==> src/rtl/ir_uart_tx_frontend.sv <==
// IR obstacle sensor conditioning (synchronize, polarity-correct, debounce) plus an 8N1 UART
// transmitter. The two paths share only the clock and reset.
//
// state | meaning
// IDLE  | line high, waiting for tx_start
// START | driving the start bit (0)
// DATA  | driving data bits LSB first, bit_q selects which
// STOP  | driving the stop bit (1)
module ir_uart_tx_frontend #(
    parameter int CLK_FREQ          = 12_000_000,
    parameter int BAUD_RATE         = 9600,
    parameter int SENSOR_ACTIVE_LOW = 1,
    parameter int DEBOUNCE_CYCLES   = 12_000
) (
    input  logic       clk,
    input  logic       rst,
    input  logic       ir_sensor,
    output logic       obstacle_detected,
    input  logic       tx_start,
    input  logic [7:0] tx_data,
    output logic       tx,
    output logic       tx_busy
);

    localparam int BAUD_DIV = CLK_FREQ / BAUD_RATE;
    localparam int BAUD_W   = $clog2(BAUD_DIV);
    localparam int DEB_W    = $clog2(DEBOUNCE_CYCLES + 1);
    localparam logic [BAUD_W-1:0] BAUD_LAST = BAUD_W'(BAUD_DIV - 1);
    localparam logic [DEB_W-1:0]  DEB_LAST  = DEB_W'(DEBOUNCE_CYCLES - 1);
    // Raw pin level meaning "no obstacle"; synchronizer resets to it so reset exit is quiet.
    localparam logic SENSOR_IDLE = (SENSOR_ACTIVE_LOW != 0);

    typedef enum logic [1:0] {S_IDLE, S_START, S_DATA, S_STOP} state_t;

    logic             sync1_q, sync1_d, sync2_q, sync2_d;
    logic             obst_q, obst_d;
    logic [DEB_W-1:0] deb_cnt_q, deb_cnt_d;
    logic             sensor_lvl;

    state_t            state_q, state_d;
    logic [BAUD_W-1:0] baud_q, baud_d;
    logic [2:0]        bit_q, bit_d;
    logic [7:0]        shift_q, shift_d;
    logic              tx_q, tx_d;
    logic              busy_q, busy_d;
    logic              baud_tick;

    assign sensor_lvl = sync2_q ^ SENSOR_IDLE;

    always_comb begin
        sync1_d   = ir_sensor;
        sync2_d   = sync1_q;
        obst_d    = obst_q;
        deb_cnt_d = '0;
        if (sensor_lvl != obst_q) begin
            if (deb_cnt_q == DEB_LAST) begin
                obst_d = sensor_lvl;
            end else begin
                deb_cnt_d = deb_cnt_q + 1'b1;
            end
        end
    end

    always_ff @(posedge clk or posedge rst) begin
        if (rst) begin
            sync1_q   <= SENSOR_IDLE;
            sync2_q   <= SENSOR_IDLE;
            obst_q    <= 1'b0;
            deb_cnt_q <= '0;
        end else begin
            sync1_q   <= sync1_d;
            sync2_q   <= sync2_d;
            obst_q    <= obst_d;
            deb_cnt_q <= deb_cnt_d;
        end
    end

    assign baud_tick = (baud_q == BAUD_LAST);

    always_comb begin
        state_d = state_q;
        baud_d  = baud_q;
        bit_d   = bit_q;
        shift_d = shift_q;
        tx_d    = tx_q;
        busy_d  = busy_q;
        case (state_q)
            S_IDLE: begin
                if (tx_start) begin
                    shift_d = tx_data;
                    state_d = S_START;
                    tx_d    = 1'b0;
                    busy_d  = 1'b1;
                    baud_d  = '0;
                    bit_d   = '0;
                end
            end
            S_START: begin
                if (baud_tick) begin
                    state_d = S_DATA;
                    tx_d    = shift_q[0];
                    baud_d  = '0;
                end else begin
                    baud_d = baud_q + 1'b1;
                end
            end
            S_DATA: begin
                if (baud_tick) begin
                    baud_d = '0;
                    if (bit_q == 3'd7) begin
                        state_d = S_STOP;
                        tx_d    = 1'b1;
                    end else begin
                        bit_d   = bit_q + 3'd1;
                        shift_d = {1'b0, shift_q[7:1]};
                        tx_d    = shift_q[1];
                    end
                end else begin
                    baud_d = baud_q + 1'b1;
                end
            end
            S_STOP: begin
                if (baud_tick) begin
                    state_d = S_IDLE;
                    busy_d  = 1'b0;
                    baud_d  = '0;
                end else begin
                    baud_d = baud_q + 1'b1;
                end
            end
            default: begin
                state_d = S_IDLE;
                tx_d    = 1'b1;
                busy_d  = 1'b0;
            end
        endcase
    end

    always_ff @(posedge clk or posedge rst) begin
        if (rst) begin
            state_q <= S_IDLE;
            baud_q  <= '0;
            bit_q   <= '0;
            shift_q <= '0;
            tx_q    <= 1'b1;
            busy_q  <= 1'b0;
        end else begin
            state_q <= state_d;
            baud_q  <= baud_d;
            bit_q   <= bit_d;
            shift_q <= shift_d;
            tx_q    <= tx_d;
            busy_q  <= busy_d;
        end
    end

    assign obstacle_detected = obst_q;
    assign tx                = tx_q;
    assign tx_busy           = busy_q;

endmodule

==> config.mk <==
export PLATFORM = sky130hd
export DESIGN_NAME = ir_uart_tx_frontend
export DESIGN_NICKNAME = d
export VERILOG_FILES = /design/src/rtl/ir_uart_tx_frontend.sv
export SDC_FILE = /design/constraint.sdc
export NUM_CORES = 1
export LEC_CHECK = 0
export CORE_ASPECT_RATIO = 0.9
export CORE_UTILIZATION = 30
export CTS_BUF_LIST = sky130_fd_sc_hd__clkbuf_8
export DETAILED_ROUTE_END_ITERATION = 7
export DONT_BUFFER_PORTS = 1
export PLACE_DENSITY = 0.49
export SLEW_MARGIN = 40
export SYNTH_ARGS = -nofsm -noshare
export SYNTH_HDL_FRONTEND = slang
export SYNTH_SLANG_ARGS = --single-unit
==> constraint.sdc <==
create_clock -name clk -period 2.9 [get_ports clk]
set_clock_uncertainty 0.05 [all_clocks]
set_input_delay 0.58 -clock clk [delete_from_list [all_inputs] [get_ports clk]]
set_output_delay 0.58 -clock clk [all_outputs]
set_load 0.01 [all_outputs]
# Yosys cells after proc, flatten, opt, wreduce, memory -nomap -nowiden
# Cells that the tools add are included.
# Widths: inputs -> output; s select.
totals:
  out_inout_bits: 3
  latchBits: 0
  romBits: 0
  memories: 0
  ramBits: 0
  elab_cells: 64
  regBits: 43
  input_bits: 12
classes:
  muxes: 27
  shift: 0
  reduce_logical: 10
  n_addsub: 3
  order_cmp: 0
  mul: 0
  bitwise: 1
  eq_ne: 13
  div_mod_pow: 0
op_table:
  columns: ["cell", "n"]
  rows:
  - ["$mux 14", 2]
  - ["$mux 8", 3]
  - ["$mux 11", 2]
  - ["$pmux 11 s2", 1]
  - ["$pmux 8 s2", 1]
  - ["$add 14x1->14 const B", 1]
  - ["$eq 14x14->1 const B", 1]
  - ["$ne 2x2->1 const B", 6]
  - ["$add 11x1->11 const B", 1]
  - ["$eq 11x11->1 const B", 1]
  - ["$mux 2", 5]
  - ["$mux 3", 3]
  - ["$pmux 2 s4", 1]
  - ["$reduce_and 4->1", 2]
  - ["$mux 1", 6]
  - ["$pmux 3 s2", 1]
  - ["$reduce_and 5->1", 1]
  - ["$eq 2x2->1 const B", 2]
  - ["$reduce_bool 2->1", 2]
  - ["$add 3x1->3 const B", 1]
  - ["$eq 3x3->1 const B", 1]
  - ["$pmux 1 s3", 1]
  - ["$reduce_and 3->1", 1]
  - ["$reduce_bool 3->1", 1]
  - ["7 further kinds", 7]

# Logic depth before layout (Yosys ltp)
logic_depth:
  depth_word: 4
  depth_mapped: 8
  depth_no_buf: 6

# Worst setup path before layout
# OpenSTA, ideal clock, no wires.
synth_path:
  kind: "register to register"
  start: "register state_q[0]"
  end: "register shift_q[0]"
  arrival_ns: 1.868
  path_stages_with_launch: 8
  synth_period_minus_slack_ns: 2.043
  setup_time_ns: 0.125
  n_path_buf: 2
  setup_slack_ns: 0.857
  required_ns: 2.725
  cell_sequence: "dfrtp_1 inv_1 ha_1 clkbuf_1 inv_1 o41ai_2 buf_6 mux2_4"
synth_via:
  elab_chain_len: 3
  word_cells_on_any_way: 8
  classes_between: "eq/ne (4); mux (1); reduce/logical (3)"
synth_rtl:
  columns: ["item", "line", "source"]
  rows:
  - ["start, declared", "40", "state_t state_q, state_d;"]
  - ["start signal, assigned", "148", "state_q <= state_d;"]
  - ["$eq 2x2->1 / $logic_not 2->1 (equally long branches)", "87", "case (state_q)"]
  - ["$ne 2x2->1 (no line) / $reduce_bool 2->1 (equally long branches)", null, null]
  - ["$reduce_and 4->1 (no line)", null, null]
  - ["end signal, assigned", "151", "shift_q <= shift_d;"]
  - ["end, declared", "43", "logic [7:0] shift_q, shift_d;"]
# Several ways; a longest one is shown, not always the timed one.
# A chain may end at the register's enable or synchronous reset.

# Worst setup path in the final report
layout_path:
  start: "register state_q[0]"
  end: "register bit_q[0]"
layout_via:
  elab_chain_len: 3
  word_cells_on_any_way: 8
  classes_between: "eq/ne (4); mux (1); reduce/logical (3)"
layout_rtl:
  columns: ["item", "line", "source"]
  rows:
  - ["$eq 2x2->1 / $logic_not 2->1 (equally long branches)", "87", null]
  - ["$ne 2x2->1 (no line) / $reduce_bool 2->1 (equally long branches)", null, null]
  - ["$reduce_and 4->1 (no line)", null, null]
  - ["end signal, assigned", "150", "bit_q <= bit_d;"]
  - ["end, declared", "42", "logic [2:0] bit_q, bit_d;"]
# Several ways; a longest one is shown, not always the timed one.

==> impl_metrics.ini <==
[clocking]
cts_buffers = 5
post_cts_resized = 0
post_cts_buffers = 0
htree_levels = 2
clkSlewWorstSetupHoldPaths_ns = 0.09
cts-root-buf = clkbuf_8
clk_latency_ns = 0.31
cts_buffer_depth = 2
cts_sinks = 43
cts_tree = yes
postCtsHoldBufs = 0

[timing]
drv_slew = 0
finalSetupViolations = 0
holdWs_ns = 0.09039
relSlewSlack = 0.5560
tightest_slew_ns = 0.6636
fmax_mhz = 461.9
rsz0062_at_grt = no
period_share = 0.7466
setup_tns_ns = 0
fin_crit_ns = 2.165
hold_viol = 0

[power_and_ir_drop]
p_comb_frac = 0.355
p_int_uw = 1238
vdd_ir_drop_max_mv = 0.3640
powerDensity_mw_per_mm2 = 758.9
power_frac_seq = 0.434
pwr-share-clk = 0.211
p_leak_uw = 0.001057
switching_share = 0.3513
netSwitchingPower_uw = 670.2

[route]
wirelength_mm = 4.154
vias_per_cell = 4.652
vias = 1470
drc_errors = 0
drt-initial-drc-count = 75
wl_per_cell_um = 13.15
drtAntennaViolNets = 0
drt_first_pass_iters = 4

[synthesis]
postSynthCellCount = 218
netlist_area_sq_mm = 0.002307
synth-edff-count = 0
synthFlopType = dfrtp_1
seq_area_frac_synth = 0.4680
avgSynthCellArea_sq_um = 10.58
yosys_warnings = 0
synthDistinctLibCells = 41
ys_seq_elements = 43
async_flop_share = 1.000
syn_nets = 240

[final_layout]
area_growth_pct = 8.948
drive_gt1_frac = 0.1749
antenna_cells = 0
fill_cells = 739
final_nets = 244

[worst_setup_path]
cp_cell_sequence = inv_1 > ha_1 > nor2b_1 > buf_4 > o41ai_4 > buf_4 > mux2_2
r2r-end = bit_q[0]$_DFFE_PP0P_
critPathKind = reg -> reg
path_buf_inv = 3
timing.reg2reg.setup_slack_ns = 0.73
cpMaxStageDelayCell = dfrtp_1
worstSetupStartpoint = state_q[0]$_DFFE_PP0P_
start_kind = register
timing.rr.start = state_q[0]$_DFFE_PP0P_
worstPathArrival_ns = 2.31
slowest_delay_ns = 0.40
cp_max_fo = 11
critPathRequiredTime_ns = 3.05
critical_path_depth = 7
critPathCaptureType = register
crit_family = buffers and inverters
crit_end = bit_q[0]$_DFFE_PP0P_
cp_common_cell = buf_4
reg2reg_depth = 7

[status]
status = completed

[placement]
place_hpwl_mm = 2.819
routabilityCongestion = 0.7231
port_buffers = 0

[global_route]
grt_pass1_wl_mm = 7.100
grt_max_degree = 26
antenna_found_initial = 0
gr-total-overflow = 0
track_usage = 0.1163
grt_pass1_vias = 1430

[die]
ios = 15
die_h_um = 85.20
core_area_sq_mm = 0.007257
die_x_um = 94.44
fp-row-count = 29
die-area_sq_mm = 0.008046
initial_utilization = 0.3179

[hold_path]
hold_path_class = in -> async

[flow_run]
maxCapViolations = 0
power groups by stage:
stage / logic [uW] / clock network (uW) / registers [uW]
2_1_floorplan: 561 / 0 / 810
3_3_place_gp: 676 / 0 / 841
3_5_place_dp: 681 / 0 / 837
4_1_cts: 680 / 424 / 830
5_1_grt: 754 / 450 / 847
6_report: 676 / 403 / 828
synth_stat cells, drive strengths merged, types with 2 or more instances:
library cell  number  area [sq um]
nor4               6         43.79
nor2b              2         12.51
xor2              10         87.58
clkbuf             3         11.26
o21ai              6         30.03
dfrtp             40          1001
nor3               4         31.28
mux2i              3         30.03
inv               12         45.04
xnor2             11         96.34
a21oi              3         15.01
ha                10         125.1
dfstp              3         78.83
mux2              17         221.5
nand4              9         56.30
nand2             14         52.55
nand3             12         65.06
and3               3         18.77
nor2              31         116.4
buf                4         35.03
sequential cells by signal, summed over array words and instances, names as in the netlist:
name / flops
baud_q: 11
bit_q: 3
deb_cnt_q: 14
obstacle_detected: 1
shift_q: 8
state_q: 2
sync1_q: 1
sync2_q: 1
tx: 1
tx_busy: 1
metrics by stage:
stage / worst slack [ns] / area [sq um] / utilization / std cells / total power (uW)
2_1_floorplan: 0.8570 / 2307 / - / 218 / 1371
6_report: 0.7350 / 2514 / 0.3464 / 316 / 1908
3_3_place_gp: 0.7973 / 2419 / 0.3333 / 308 / 1518
5_1_grt: 0.6297 / 2514 / 0.3464 / 316 / 2051
4_1_cts: 0.7275 / 2514 / 0.3464 / 316 / 1935
3_5_place_dp: 0.7577 / 2420 / 0.3334 / 308 / 1518
cells by family after synthesis:
logic type,after synthesis,synth area share
flip-flops,43,0.4680
AND/OR/NAND/NOR,91,0.2083
XOR/XNOR,21,0.07972
buffers and inverters,19,0.03958
AO/OA/AOI/OAI,14,0.04122
adder cells (fa/ha/maj),10,0.05423
multiplexers,20,0.1090
layout by cell type, fill, tap and decap left out, drive strengths merged, types with 3 or more instances in the layout:
master | Yosys | routed
nor2 | 31 | 31
clkinv | 0 | 3
a21oi | 3 | 3
nor3 | 4 | 4
nor4 | 6 | 6
o21ai | 6 | 6
dfrtp | 40 | 40
xnor2 | 11 | 11
ha | 10 | 10
dfstp | 3 | 3
xor2 | 10 | 10
mux2 | 17 | 17
nand4 | 9 | 9
and3 | 3 | 3
clkbuf | 3 | 5
nand2 | 14 | 14
nand3 | 12 | 12
inv | 12 | 11
buf | 4 | 4
mux2i | 3 | 3
worst min-delay path by stage:
stage / from / end / slack (ns) / cells after the start
2_1_floorplan: sync1_q$_DFF_PP1_ / sync2_q$_DFF_PP1_ / 0.30 / 0
3_3_place_gp: sync1_q$_DFF_PP1_ / sync2_q$_DFF_PP1_ / 0.30 / 0
3_5_place_dp: sync1_q$_DFF_PP1_ / sync2_q$_DFF_PP1_ / 0.30 / 0
4_1_cts: rst / shift_q[3]$_DFFE_PP0P_ / 0.09 / 1
5_1_grt: rst / shift_q[3]$_DFFE_PP0P_ / 0.11 / 1
6_report: rst / shift_q[1]$_DFFE_PP0P_ / 0.09 / 1
layout make-up:
type	count	area, sq um	area share
sequential	43	1080	0.4296
multi-input combinational	156	1147	0.4564
clock inverter	3	25.02	0.009955
inverter	12	46.29	0.01842
clock buffer	5	68.82	0.02738
timing repair buffer	4	30.03	0.01195
tap	93	116.4	0.04629
per-layer routing:
layer  wire length [um]  global-route usage  vias to the layer above  part of all wire
met3                171             0.03853                        6             0.041
met2               1750              0.1594                       18              0.42
li1                   -                   -                      765                 -
met5                  0                   0                        -                 0
met4                 59             0.04196                        0             0.014
met1               2172              0.1686                      681              0.52
(Power assumes the default switching activity.)
